[config.mk]
export PLATFORM = sky130hd
export DESIGN_NAME = clock_ctrl
export DESIGN_NICKNAME = d
export VERILOG_FILES = /design/src/rtl/clock_ctrl_pkg.sv /design/src/rtl/clock_phase_div.sv /design/src/rtl/clock_ctrl.sv
export SDC_FILE = /design/constraint.sdc
export NUM_CORES = 1
export LEC_CHECK = 0
export CAP_MARGIN = 20
export CORE_ASPECT_RATIO = 0.8
export CORE_MARGIN = 5
export CORE_UTILIZATION = 34
export DETAILED_ROUTE_END_ITERATION = 10
export PLACE_DENSITY_LB_ADDON = 0.08
export SLEW_MARGIN = 20
export SYNTH_ARGS = -nofsm -noshare
export SYNTH_HDL_FRONTEND = slang
export SYNTH_HIERARCHICAL = 1
export SYNTH_SLANG_ARGS = --single-unit
[constraint.sdc]
create_clock -name i_clk -period 8.73 [get_ports i_clk]
set_input_delay 1.3095 -clock i_clk [delete_from_list [all_inputs] [get_ports i_clk]]
set_output_delay 1.3095 -clock i_clk [all_outputs]
set_load 0.1 [all_outputs]
[src/rtl/clock_ctrl_pkg.sv]
// clock_ctrl_pkg
//   Shared definitions for the BasicCPU clock sequencer: the sequencer
//   state encoding, default divider sizing and the smallest legal
//   half-period.
package clock_ctrl_pkg;

  // Sequencer states: parked low, free-running, or issuing one period.
  typedef enum logic [1:0] {
    ST_HALT = 2'd0,
    ST_RUN  = 2'd1,
    ST_STEP = 2'd2
  } state_e;

  // Default phase-counter width and half-period in board clock cycles.
  localparam int DEF_CNT_W       = 24;
  localparam int DEF_HALF_PERIOD = 130000;

  // A half-period of zero cannot be counted; it is raised to this value.
  localparam int MIN_HALF = 1;

endpackage

[src/rtl/clock_phase_div.sv]
// clock_phase_div
//   Phase counter and toggle for the CPU clock. It counts board clock
//   cycles and flips the CPU clock level when the count reaches the
//   programmed half-period. A tick is registered alongside every low-to-high
//   flip. The half-period is held in a register here; a written value of
//   zero is raised to the minimum.
//
// Ports
//   clk        in   board clock
//   rst        in   synchronous reset, active-high
//   en         in   count and toggle this cycle (sequencer is RUN or STEP)
//   restart    in   force count to 0 and the clock low
//   hold_low   in   a stop is requested: never start a new high phase
//   half_we    in   write strobe for the half-period
//   half_in    in   new half-period value
//   cpu_clk    out  divided clock, registered
//   tick       out  one-cycle pulse registered with each rising edge
//   fall       out  the current edge turns the clock from high to low
module clock_phase_div
  import clock_ctrl_pkg::*;
#(
  parameter int CNT_W       = DEF_CNT_W,
  parameter int HALF_PERIOD = DEF_HALF_PERIOD
) (
  input  logic             clk,
  input  logic             rst,
  input  logic             en,
  input  logic             restart,
  input  logic             hold_low,
  input  logic             half_we,
  input  logic [CNT_W-1:0] half_in,
  output logic             cpu_clk,
  output logic             tick,
  output logic             fall
);

  logic [CNT_W-1:0] cnt_r;
  logic [CNT_W-1:0] half_r;
  logic             cpu_clk_r;
  logic             tick_r;
  logic             terminal_s;

  // Raise a zero half-period to the minimum countable length.
  function automatic logic [CNT_W-1:0] clamp_half(input logic [CNT_W-1:0] value);
    if (value == {CNT_W{1'b0}}) begin
      clamp_half = CNT_W'(MIN_HALF);
    end else begin
      clamp_half = value;
    end
  endfunction

  assign terminal_s = (cnt_r == (half_r - CNT_W'(1)));

  // A falling toggle happens only on a counted terminal edge; a
  // coincident half-period write suppresses the toggle.
  assign fall = en & ~half_we & terminal_s & cpu_clk_r;

  assign cpu_clk = cpu_clk_r;
  assign tick    = tick_r;

  // Half-period register, phase counter, clock level and tick.
  always_ff @(posedge clk) begin
    if (rst) begin
      half_r    <= CNT_W'(HALF_PERIOD);
      cnt_r     <= {CNT_W{1'b0}};
      cpu_clk_r <= 1'b0;
      tick_r    <= 1'b0;
    end else begin
      tick_r <= 1'b0;
      if (half_we) begin
        half_r <= clamp_half(half_in);
      end else begin
        half_r <= half_r;
      end
      if (restart) begin
        cnt_r     <= {CNT_W{1'b0}};
        cpu_clk_r <= 1'b0;
      end else if (half_we) begin
        // New length restarts the current phase; level is kept.
        cnt_r <= {CNT_W{1'b0}};
      end else if (!en) begin
        cnt_r <= {CNT_W{1'b0}};
      end else if (terminal_s) begin
        cnt_r <= {CNT_W{1'b0}};
        if (!cpu_clk_r && hold_low) begin
          // A stop is pending: do not begin another high phase.
          cpu_clk_r <= 1'b0;
        end else begin
          cpu_clk_r <= ~cpu_clk_r;
          tick_r    <= ~cpu_clk_r;
        end
      end else begin
        cnt_r <= cnt_r + CNT_W'(1);
      end
    end
  end

endmodule

[src/rtl/clock_ctrl.sv]
// clock_ctrl
//   Run/stop/single-step sequencer for the BasicCPU system clock. Divides
//   the board clock into a slow CPU clock, emits a one-cycle tick with
//   each CPU clock rising edge, and parks the CPU clock low whenever the
//   sequencer is halted.
//
//   Build option: define CLOCK_CTRL_AUTORUN_EN to leave reset in RUN
//   instead of HALT, so the CPU starts without a button press.
//
// Ports
//   i_clk      in   board clock
//   i_rst      in   synchronous reset, active-high
//   i_run      in   pulse: start free-running
//   i_stop     in   pulse: stop at clock-low
//   i_step     in   pulse: issue exactly one CPU clock period
//   i_halt     in   level from CPU HLT decode, acts as a held stop
//   i_half_we  in   write strobe for the half-period
//   i_half     in   new half-period value (0 is raised to 1)
//   o_cpu_clk  out  divided CPU clock, registered
//   o_tick     out  high for the cycle in which o_cpu_clk goes 0->1
//   o_running  out  sequencer is in RUN
//   o_halted   out  sequencer is in HALT
module clock_ctrl
  import clock_ctrl_pkg::*;
#(
  parameter int CNT_W       = DEF_CNT_W,
  parameter int HALF_PERIOD = DEF_HALF_PERIOD
) (
  input  logic             i_clk,
  input  logic             i_rst,
  input  logic             i_run,
  input  logic             i_stop,
  input  logic             i_step,
  input  logic             i_halt,
  input  logic             i_half_we,
  input  logic [CNT_W-1:0] i_half,
  output logic             o_cpu_clk,
  output logic             o_tick,
  output logic             o_running,
  output logic             o_halted
);

`ifdef CLOCK_CTRL_AUTORUN_EN
  localparam state_e RESET_STATE = ST_RUN;
`else
  localparam state_e RESET_STATE = ST_HALT;
`endif

  state_e state_r;
  state_e state_next_s;
  logic   stop_pend_r;
  logic   stop_pend_next_s;
  logic   stop_req_s;
  logic   en_s;
  logic   restart_s;
  logic   cpu_clk_s;
  logic   tick_s;
  logic   fall_s;

  // Any stop source, including the one arriving this cycle.
  assign stop_req_s = i_stop | i_halt | stop_pend_r;

  assign en_s = (state_r == ST_RUN) || (state_r == ST_STEP);

  // Halted, or entering/leaving HALT: the phase starts fresh and low.
  assign restart_s = (state_r == ST_HALT) || (state_next_s == ST_HALT);

  clock_phase_div #(
    .CNT_W       (CNT_W),
    .HALF_PERIOD (HALF_PERIOD)
  ) u_div (
    .clk      (i_clk),
    .rst      (i_rst),
    .en       (en_s),
    .restart  (restart_s),
    .hold_low (stop_req_s),
    .half_we  (i_half_we),
    .half_in  (i_half),
    .cpu_clk  (cpu_clk_s),
    .tick     (tick_s),
    .fall     (fall_s)
  );

  // Sequencer state and pending-stop register.
  always_ff @(posedge i_clk) begin
    if (i_rst) begin
      state_r     <= RESET_STATE;
      stop_pend_r <= 1'b0;
    end else begin
      state_r     <= state_next_s;
      stop_pend_r <= stop_pend_next_s;
    end
  end

  // Next-state and pending-stop decision.
  always_comb begin
    state_next_s     = state_r;
    stop_pend_next_s = stop_pend_r;
    case (state_r)
      ST_HALT: begin
        stop_pend_next_s = 1'b0;
        // Priority stop > step > run; losers are dropped.
        if (i_stop) begin
          state_next_s = ST_HALT;
        end else if (i_step) begin
          state_next_s = ST_STEP;
        end else if (i_run && !i_halt) begin
          state_next_s = ST_RUN;
        end else begin
          state_next_s = ST_HALT;
        end
      end
      ST_RUN, ST_STEP: begin
        stop_pend_next_s = stop_pend_r | i_stop | i_halt;
        if (stop_pend_r && !cpu_clk_s) begin
          // Stop already latched while low: park now.
          state_next_s     = ST_HALT;
          stop_pend_next_s = 1'b0;
        end else if (fall_s && (stop_req_s || (state_r == ST_STEP))) begin
          // The falling edge that ends the high phase also ends the run.
          state_next_s     = ST_HALT;
          stop_pend_next_s = 1'b0;
        end else begin
          state_next_s = state_r;
        end
      end
      default: begin
        state_next_s     = ST_HALT;
        stop_pend_next_s = 1'b0;
      end
    endcase
  end

  assign o_cpu_clk = cpu_clk_s;
  assign o_tick    = tick_s;
  assign o_running = (state_r == ST_RUN);
  assign o_halted  = (state_r == ST_HALT);

endmodule

# Word level (Yosys, flattened, before mapping)
# Cells that the tools add are included.
totals:
  output_inout_bits: 4
  ram_bits: 0
  memories: 0
  romBits: 0
  inputBits: 31
  latchBits: 0
  elab_cells: 49
  reg_bits: 53
op_classes:
  n_eq_ne: 3
  multipliers: 0
  n_shift: 0
  bitwise: 12
  addsub: 2
  mux: 8
  order_cmp: 0
  n_reduce_logical: 18
  n_div: 0
op_table:
  columns: ["op", "n"]
  rows:
  - ["adder 24 x 1 -> 24 bit (second input constant)", 1]
  - ["equality test 24 bit", 1]
  - ["zero test 24 bit", 1]
  - ["two-way mux 24 bit", 1]
  - ["subtractor 24 x 1 -> 24 bit (second input constant)", 1]
  - ["OR reduction 5 bit", 2]
  - ["two-way mux 2 bit", 4]
  - ["inverter 1 bit", 5]
  - ["logical AND 1 bit", 4]
  - ["zero test 2 bit", 2]
  - ["OR 1 bit", 4]
  - ["case mux 2 bit (2 select lines)", 1]
  - ["OR reduction 2 bit", 2]
  - ["OR reduction 4 bit", 1]
  - ["AND 1 bit", 3]
  - ["logical OR 1 bit", 3]
  - ["AND reduction 3 bit", 1]
  - ["equality test 2 x 1 -> 1 bit (second input constant)", 1]
  - ["equality test 2 bit (second input constant)", 1]
  - ["zero test 1 bit", 2]
  - ["two-way mux 1 bit", 2]

# Longest topological paths before layout
# Gate-level depths: netlist of the first run.
logic_depth:
  depth_word: 12
  mapped_depth: 17
  ltp_nobuf: 15

# By module
# The synthesis of the first run kept the hierarchy.
by_module_without_submodules:
  columns: ["mod", "n_inst", "seq_area_each_um2", "cells_per_inst", "area_per_inst_um2"]
  rows:
  - ["clock_phase_div", 1, 1001.0, 340, 2986.6]
  - ["clock_ctrl", 1, 60.1, 28, 234.0]

# Least setup slack after synthesis of the first run
# OpenSTA, ideal clock, no wires.
synth_timing:
  path_type: "input -> register"
  start: "input i_half_we"
  end: "register u_div.cnt_r[2]"
  setup_time_ns: 0.062
  path_stages: 12
  t_required_ns: 8.668
  path_buffers: 2
  t_arrival_ns: 3.521
  setup_slack_ns: 5.147
  cell_sequence: "clkbuf_1 -> nor2b_1 -> o21ai_0 -> nor4_2 -> and2_1 -> inv_1 -> a21oi_1 -> or4b_1 -> nor2_1 -> o311ai_4 -> buf_6 -> nor2_2"
synth_via:
  elab_chain_cells: 11
synth_rtl:
  columns: ["element", "line", "rtl"]
  rows:
  - ["start: declaration", "clock_ctrl.sv:35", "input logic i_half_we,"]
  - ["inverter 1 bit", "clock_phase_div.sv:56", "assign fall = en & ~half_we & terminal_s & cpu_clk_r;"]
  - ["AND 1 bit (3 in series)", "clock_phase_div.sv:56", null]
  - ["via fall_s", "clock_ctrl.sv:58", "logic fall_s;"]
  - ["logical AND 1 bit", "clock_ctrl.sv:119", "end else if (fall_s && (stop_req_s || (state_r == ST_STEP))) begin"]
  - ["two-way mux 2 bit", "clock_ctrl.sv:119", null]
  - ["two-way mux 2 bit", "clock_ctrl.sv:115", "if (stop_pend_r && !cpu_clk_s) begin"]
  - ["case mux 2 bit (2 select lines)", "clock_ctrl.sv:99", "case (state_r)"]
  - ["zero test 2 bit", "clock_ctrl.sv:66", "assign restart_s = (state_r == ST_HALT) || (state_next_s == ST_HALT);"]
  - ["logical OR 1 bit", "clock_ctrl.sv:66", null]
  - ["via restart_s", "clock_ctrl.sv:55", "logic restart_s;"]
  - ["OR reduction 5 bit (no source line)", null, null]
  - ["end signal: assignment", "clock_phase_div.sv:82", "cnt_r <= {CNT_W{1'b0}};"]
  - ["end signal: assignment", "clock_phase_div.sv:84", "cnt_r <= {CNT_W{1'b0}};"]
  - ["end signal: assignment", "clock_phase_div.sv:93", "cnt_r <= cnt_r + CNT_W'(1);"]
  - ["end: declaration", "clock_phase_div.sv:37", "logic [CNT_W-1:0] cnt_r;"]
# The timed path passes the listed nets, and every way through them passes these cells.
# A chain may end at the register's enable or synchronous reset.

# Final worst setup path of the first run
layout_timing:
  start: "input i_half_we"
  end: "register u_div.cnt_r[22]"
# The elaborated chain is that of the path after synthesis.

==> results of run 1 <==
-- worst register-to-register path, stage by stage (launching register included) --
cell,delay [ns]
dfxtp_1,0.48
inv_1,0.08
ha_1,0.25
nor3b_2,0.21
and3_1,0.26
a211o_1,0.27
a221oi_1,0.35
o22ai_1,0.20
nor4_2,0.37
and2_1,0.18
inv_1,0.06
a21oi_1,0.21
or4b_1,0.20
nor2_1,0.09
o311ai_4,0.13
buf_4,0.39
nor2_1,0.10
-- synthesized netlist by cell type, types with 2 or more instances --
cell type | number | share of area, %
nand3b_1 | 2 | 0.47
a221oi_1 | 3 | 0.82
clkbuf_1 | 9 | 1.0
xor2_1 | 30 | 8.2
a21o_1 | 2 | 0.47
nand4b_1 | 2 | 0.54
buf_1 | 2 | 0.23
and3_1 | 10 | 1.9
o31ai_1 | 4 | 0.93
nor4b_1 | 3 | 0.82
and2_1 | 4 | 0.78
nor4_2 | 3 | 1.2
a21oi_1 | 3 | 0.47
a41oi_1 | 2 | 0.54
mux2i_1 | 23 | 7.1
or4_1 | 3 | 0.70
nand4_1 | 6 | 1.2
nor3_2 | 3 | 0.93
inv_1 | 12 | 1.4
nor3_1 | 9 | 1.4
a31oi_1 | 4 | 0.78
buf_6 | 3 | 1.0
o2111ai_1 | 3 | 0.82
nor4_1 | 8 | 1.6
dfxtp_1 | 53 | 33
a211oi_1 | 5 | 1.2
nor2b_1 | 4 | 0.78
nor2_1 | 37 | 4.3
and4_1 | 4 | 1.1
nand2b_1 | 3 | 0.58
o211ai_1 | 2 | 0.47
nand3_1 | 17 | 2.6
nand2_1 | 23 | 2.7
o21ai_0 | 6 | 0.93
nor2_2 | 20 | 3.9
xnor2_1 | 19 | 5.2
ha_1 | 6 | 2.3
-- metal layers --
layer  track usage [%]  share of wire [%]  vias to the layer above
met5                 0                  0                        -
met4             2.671               0.56                        0
met3             3.609                4.4                        4
met2             19.00                 40                       55
met1             21.51                 55                     1218
li1                  -                  -                     1364
-- stage by stage --
stage	util [%]	setup WS, ns	instances	area, um2
floorplan	-	5.147	368	3221
global placement	39.76	4.506	504	3640
detailed placement	39.76	4.403	504	3640
CTS	41.38	4.691	512	3787
global route	41.38	4.335	512	3787
finish	41.38	4.704	512	3787
-- cell usage in the layout (no fill, tap or decap), types with 4 or more instances in the layout --
cell,n
and3_1,10
a211oi_1,5
nand2_1,23
o31ai_1,4
nor2_1,37
o21ai_0,6
nand3_1,17
nor2b_1,4
xnor2_1,19
ha_1,6
mux2i_1,23
a31oi_1,4
nand4_1,6
clkbuf_16,5
nor4_1,8
dfxtp_1,53
nor2_2,20
and2_1,4
inv_1,12
nor3_1,9
clkdlybuf4s50_1,34
and4_1,4
xor2_1,30
-- final timing paths --
kind	end	slack, ns
setup reg to reg	u_div/cnt_r[22]$_SDFF_PP0_	4.76
setup / recovery	u_div/cnt_r[22]$_SDFF_PP0_	4.70
hold / removal	u_div/cnt_r[0]$_SDFF_PP0_	0.52
hold reg to reg	u_div/cnt_r[0]$_SDFF_PP0_	0.52
-- flip-flops by register name, indices dropped and copies added, names as in the netlist --
signal	count
u_div/cnt_r	24
u_div/half_r	24
state_r	2
stop_pend_r	1
u_div/cpu_clk	1
u_div/tick	1
-- kinds of logic (layout without fill, tap and decap cells) --
logic type,count (synthesis),after routing,share of synthesized area [%]
simple gates,167,167,29.76
flops,53,53,32.94
xor+xnor,49,49,13.33
compound gates,43,43,10.61
buf+inv,27,56,3.885
mux,23,23,7.148
fa+ha+maj,6,6,2.331
-- layout make-up --
type / instances / area (um2)
timing repair buffer: 36 / 355.3
clock buffer: 5 / 125.1
tap: 115 / 143.9
clock inverter: 3 / 22.52
fill: 932 / 5366
multi-input combinational: 288 / 2034
sequential: 53 / 1061
inverter: 12 / 45.04
-- power by group --
part | leakage (nW) | switching, mW | internal, mW | total (mW)
Clock | 0.0621 | 0.0887 | 0.106 | 0.195
Sequential | 0.432 | 0.0140 | 0.249 | 0.263
Combinational | 0.841 | 0.0330 | 0.0350 | 0.0680
Total | 1.34 | 0.136 | 0.390 | 0.526
==> results.yml, run 1 <==
power:
  p_per_area_nw_per_um2: 138.8
  power.leakage_nw: 1.336
  total_power_mw: 0.5258
  ir_worst_vdd_v: 0.00006210
floorplan:
  coreArea_um2: 9154
  die_x_um: 118.8
  start_util_pct: 35.18
  num_rows: 31
  die-area_um2: 11530
  fp.dieH_um: 97.05
  io_pins: 35
synthesis:
  syn_nets: 405
  ys_seq_elements: 53
  synth_cell_types: 53
  syn_area_um2: 3221
  yosysWarnings: 6
  syn_area_per_cell_um2: 8.752
  ys_seq_area_share_pct: 32.94
  postSynth.asyncResetShare_pct: 0
  synth_flop_cell: "dfxtp_1"
  synth_edf_count: 0
  synthCells: 368
setup_path:
  setup.worst_path.start: "i_half_we"
  cpLargestDelayFamily: "simple AND/OR/NAND/NOR gates"
  critPathArrivalTime_ns: 4.25
  cp-start-kind: "primary input"
  path_class: "in2reg"
  cp_slowest_cell: "or4b_1"
  r2r_start: "u_div/half_r[0]$_SDFFE_PP0P_"
  critPathMaxStageDelay_ns: 0.57
  worstPathRequired_ns: 8.96
  crit_chain: "clkdlybuf4s50_1, buf_4, nor2b_1, o21ai_0, nor4_2, and2_1, inv_1, a21oi_1, or4b_1, nor2_1, o311ai_4, buf_4, nor2_1"
  worstSetupEndpointType: "flip-flop"
  reg2regPathDepth: 16
  path_depth: 13
  path_buf_inv: 4
  cp_max_fo: 28
sta:
  max_slew_margin_pct: 35.24
  slew_violations: 0
  fmax_ghz: 0.2484
  setup_tns_ns: 0
  clock_skew_ns: 0.006250
  period_minus_slack_ns: 4.026
  worst_slew_pin_slew_ns: 0.9683
  fin_crit_sh_pct: 46.12
  rsz0062_at_grt: "false"
  hold_slack_ns: 0.5197
  setup_viol: 0
  finalHoldViolations: 0
grt:
  antenna_found_initial: 0
  grt_max_degree: 29
  grt_usage_pct: 13.87
  grt-ovfl-total: 0
  grt_pass1_vias: 2460
  grt_pass1_wl_um: 13110
hold_path:
  hold_path.startpoint: "u_div/cnt_r[0]$_SDFF_PP0_"
  whs_path_depth: 1
  hold_class: "reg2reg"
drt:
  finalWirelength_um: 7852
  dr_total_vias: 2641
  drtPass1Iterations: 4
  wire_per_inst_um: 15.34
  route.detailed.drc: 0
  drt_iter0_drc: 162
  vias_per_cell: 5.158
  ant_nets: 0
clock_network:
  clock_latency_ns: 0.29
  cts_repair_resize_count: 0
  clock-sinks: 53
  htreeDepth: 2
  clockBufferDepth: 2
  cts.clk_slew.worst_paths_ns: 0.07
  cts_made_buffers: 5
  ctsRootBufferMaster: "clkbuf_16"
  cts_tree: "built"
  post_cts_buffers: 0
  cts-hold-fix-buffers: 0
placement:
  io_buffers: 34
  gp_congestion: 0.7717
  hpwl_um: 6176
run_status:
  status: "finished, final reports clean"
finish:
  fin_nets: 433
  drive_above_1_share_pct: 11.34
  n_antenna_cell: 0
  areaGrowthSynthToFinish_pct: 17.60
job:
  drv_cap: 0
No activity file was read; power rests on OpenSTA's default activity.
==> inputs of run 2 (changes only) <==
- clock period: 8.73 -> 3.9 ns (I/O delays scaled with it)
==> run 2 against run 1 <==
Via count rose by 2.7%. Die area did not move. Wire length rose by 5.2%. Hold slack improved by 0.0078 ns. Total power rose by 140%. Sequential power rose by 120%. Clock power rose to 2.5 times the previous value. Critical path type is now reg2reg. Critical endpoint is now u_div/cnt_r[20]$_SDFF_PP0_.
==> results.yml, run 2 (synthesized netlist as in run 1, its figures left out) <==
run_status:
  status: "finished, final reports clean"
placement:
  hpwl_um: 6427
  io_buffers: 34
  place_area_um2: 3707
  gp_congestion: 0.8004
  dp.cells: 513
sta:
  worst_slew_pin_slew_ns: 0.9705
  finalHoldViolations: 0
  fmax_ghz: 0.2817
  fin_crit_sh_pct: 91.03
  setup_tns_ns: 0
  period_minus_slack_ns: 3.550
  max_slew_margin_pct: 35.10
  slew_violations: 0
  setup_viol: 0
  clock_skew_ns: 0.007535
  rsz0062_at_grt: "false"
finish:
  fin_nets: 442
  final_cell_mix: "dfxtp_1, nor2_1, clkdlybuf4s50_1"
  areaGrowthSynthToFinish_pct: 20.67
  fin_cells: 520
  n_fill_cell: 929
  largestRegisters: "u_div/cnt_r x24, u_div/half_r x24, state_r x2"
  final_common_cell: "dfxtp_1"
  n_antenna_cell: 0
  final_area_um2: 3886
  drive_above_1_share_pct: 13.33
setup_path:
  cpLargestDelayFamily: "simple AND/OR/NAND/NOR gates"
  r2r_setup_slack_ns: 0.35
  critPathMaxStageDelay_ns: 0.44
  reg2regPathDepth: 16
  cp_max_fo: 24
  setup.worst_path.start: "u_div/half_r[0]$_SDFFE_PP0P_"
  r2r_end: "u_div/cnt_r[20]$_SDFF_PP0_"
  worstPathRequired_ns: 4.08
  path_class: "reg2reg"
  crit_chain: "inv_1, ha_1, nor3b_2, and3_1, a211o_1, a221oi_1, o22ai_2, nor4_2, and2_1, inv_1, a21oi_1, or4b_1, nor2_1, o311ai_4, buf_12, nor2_1"
  cp_slowest_cell: "dfxtp_1"
  critPathArrivalTime_ns: 3.73
  r2r_start: "u_div/half_r[0]$_SDFFE_PP0P_"
  cp-start-kind: "flip-flop"
  worstSetupEndpointType: "flip-flop"
  path_buf_inv: 3
power:
  pwr-share-clk_pct: 39.6
  switching_share_pct: 24.20
  power_frac_comb_pct: 13.5
  ir_worst_vdd_v: 0.0001434
  p_int_mw: 0.9409
  power.leakage_nw: 1.415
  p_per_area_nw_per_um2: 319.4
  p_sw_mw: 0.3004
  p_seq_share_pct: 47.0
floorplan:
  start_util_pct: 35.18
  num_rows: 31
  io_pins: 35
  die-area_um2: 11530
  coreArea_um2: 9154
  die_x_um: 118.8
  fp.dieH_um: 97.05
clock_network:
  cts_made_buffers: 5
  cts_repair_resize_count: 0
  clock-sinks: 53
  ctsRootBufferMaster: "clkbuf_16"
  cts_tree: "built"
  clock_latency_ns: 0.29
  cts-hold-fix-buffers: 0
  htreeDepth: 2
  clockBufferDepth: 2
  cts.clk_slew.worst_paths_ns: 0.07
  post_cts_buffers: 0
drt:
  wire_per_inst_um: 15.88
  drtPass1Iterations: 4
  drt_iter0_drc: 165
  dr_total_vias: 2713
  finalWirelength_um: 8259
  ant_nets: 0
  route.detailed.drc: 0
  vias_per_cell: 5.217
grt:
  grt_pass1_wl_um: 13390
  antenna_found_initial: 0
  grt-ovfl-total: 0
  grt_usage_pct: 14.43
  grt_max_degree: 28
  grt_pass1_vias: 2559
job:
  drv_cap: 0
hold_path:
  whs_path_depth: 2
  min_to: "state_r[1]$_SDFF_PP0_"
  hold_path.startpoint: "state_r[1]$_SDFF_PP0_"
  hold_class: "reg2reg"
## run 2: power groups by stage
stage                     clock network (mW)  logic [mW]  registers [mW]
after floorplan                            0       0.101           0.589
after global placement                     0       0.165           0.595
after detailed placement                   0       0.166           0.595
after CTS                              0.512       0.167           0.583
after global routing                   0.528       0.181           0.586
final                                  0.491       0.167           0.583
## run 2: tightest hold or removal path, stage by stage (launching register included)
cell     delay (ns)
dfxtp_1        0.34
nand3_1        0.08
o31ai_1        0.06
## run 2: per-layer routing
| layer | track usage, % | share of wire [%] | up-vias |
|---|---|---|---|
| li1 | - | - | 1384 |
| met1 | 21.61 | 54 | 1280 |
| met2 | 20.79 | 41 | 41 |
| met3 | 3.201 | 4.2 | 8 |
| met4 | 3.473 | 0.91 | 0 |
| met5 | 0 | 0 | - |
## run 2: final cells by class
type	count	area (um2)	area share (%)
sequential	53	1061	27.30
timing repair buffer	45	435.4	11.20
tap	115	143.9	3.703
inverter	12	45.04	1.159
multi-input combinational	288	2041	52.51
clock buffer	5	125.1	3.220
clock inverter	2	35.03	0.9015
## run 2: metrics by stage
step	total power, mW	hold WS (ns)	utilization, %	setup slack, ns
2_1_floorplan	0.6897	0.4563	-	0.5328
3_3_place_gp	0.7603	0.5204	40.50	0.2146
3_5_place_dp	0.7612	0.5228	40.50	0.1618
4_1_cts	1.262	0.5338	42.25	0.1287
5_1_grt	1.295	0.5518	42.45	0.03326
6_report	1.241	0.5275	42.45	0.3499
## run 2: how the worst max path moves through the flow
| stage | endpoint | cells past startpoint | slack [ns] |
|---|---|---|---|
| floorplan | u_div/cnt_r[2]$_SDFF_PP0_ | 17 | 0.53 |
| global placement | u_div/cnt_r[20]$_SDFF_PP0_ | 16 | 0.21 |
| detailed placement | u_div/cnt_r[21]$_SDFF_PP0_ | 16 | 0.16 |
| CTS | u_div/cnt_r[21]$_SDFF_PP0_ | 16 | 0.13 |
| global route | u_div/cnt_r[20]$_SDFF_PP0_ | 16 | 0.03 |
| finish | u_div/cnt_r[20]$_SDFF_PP0_ | 16 | 0.35 |
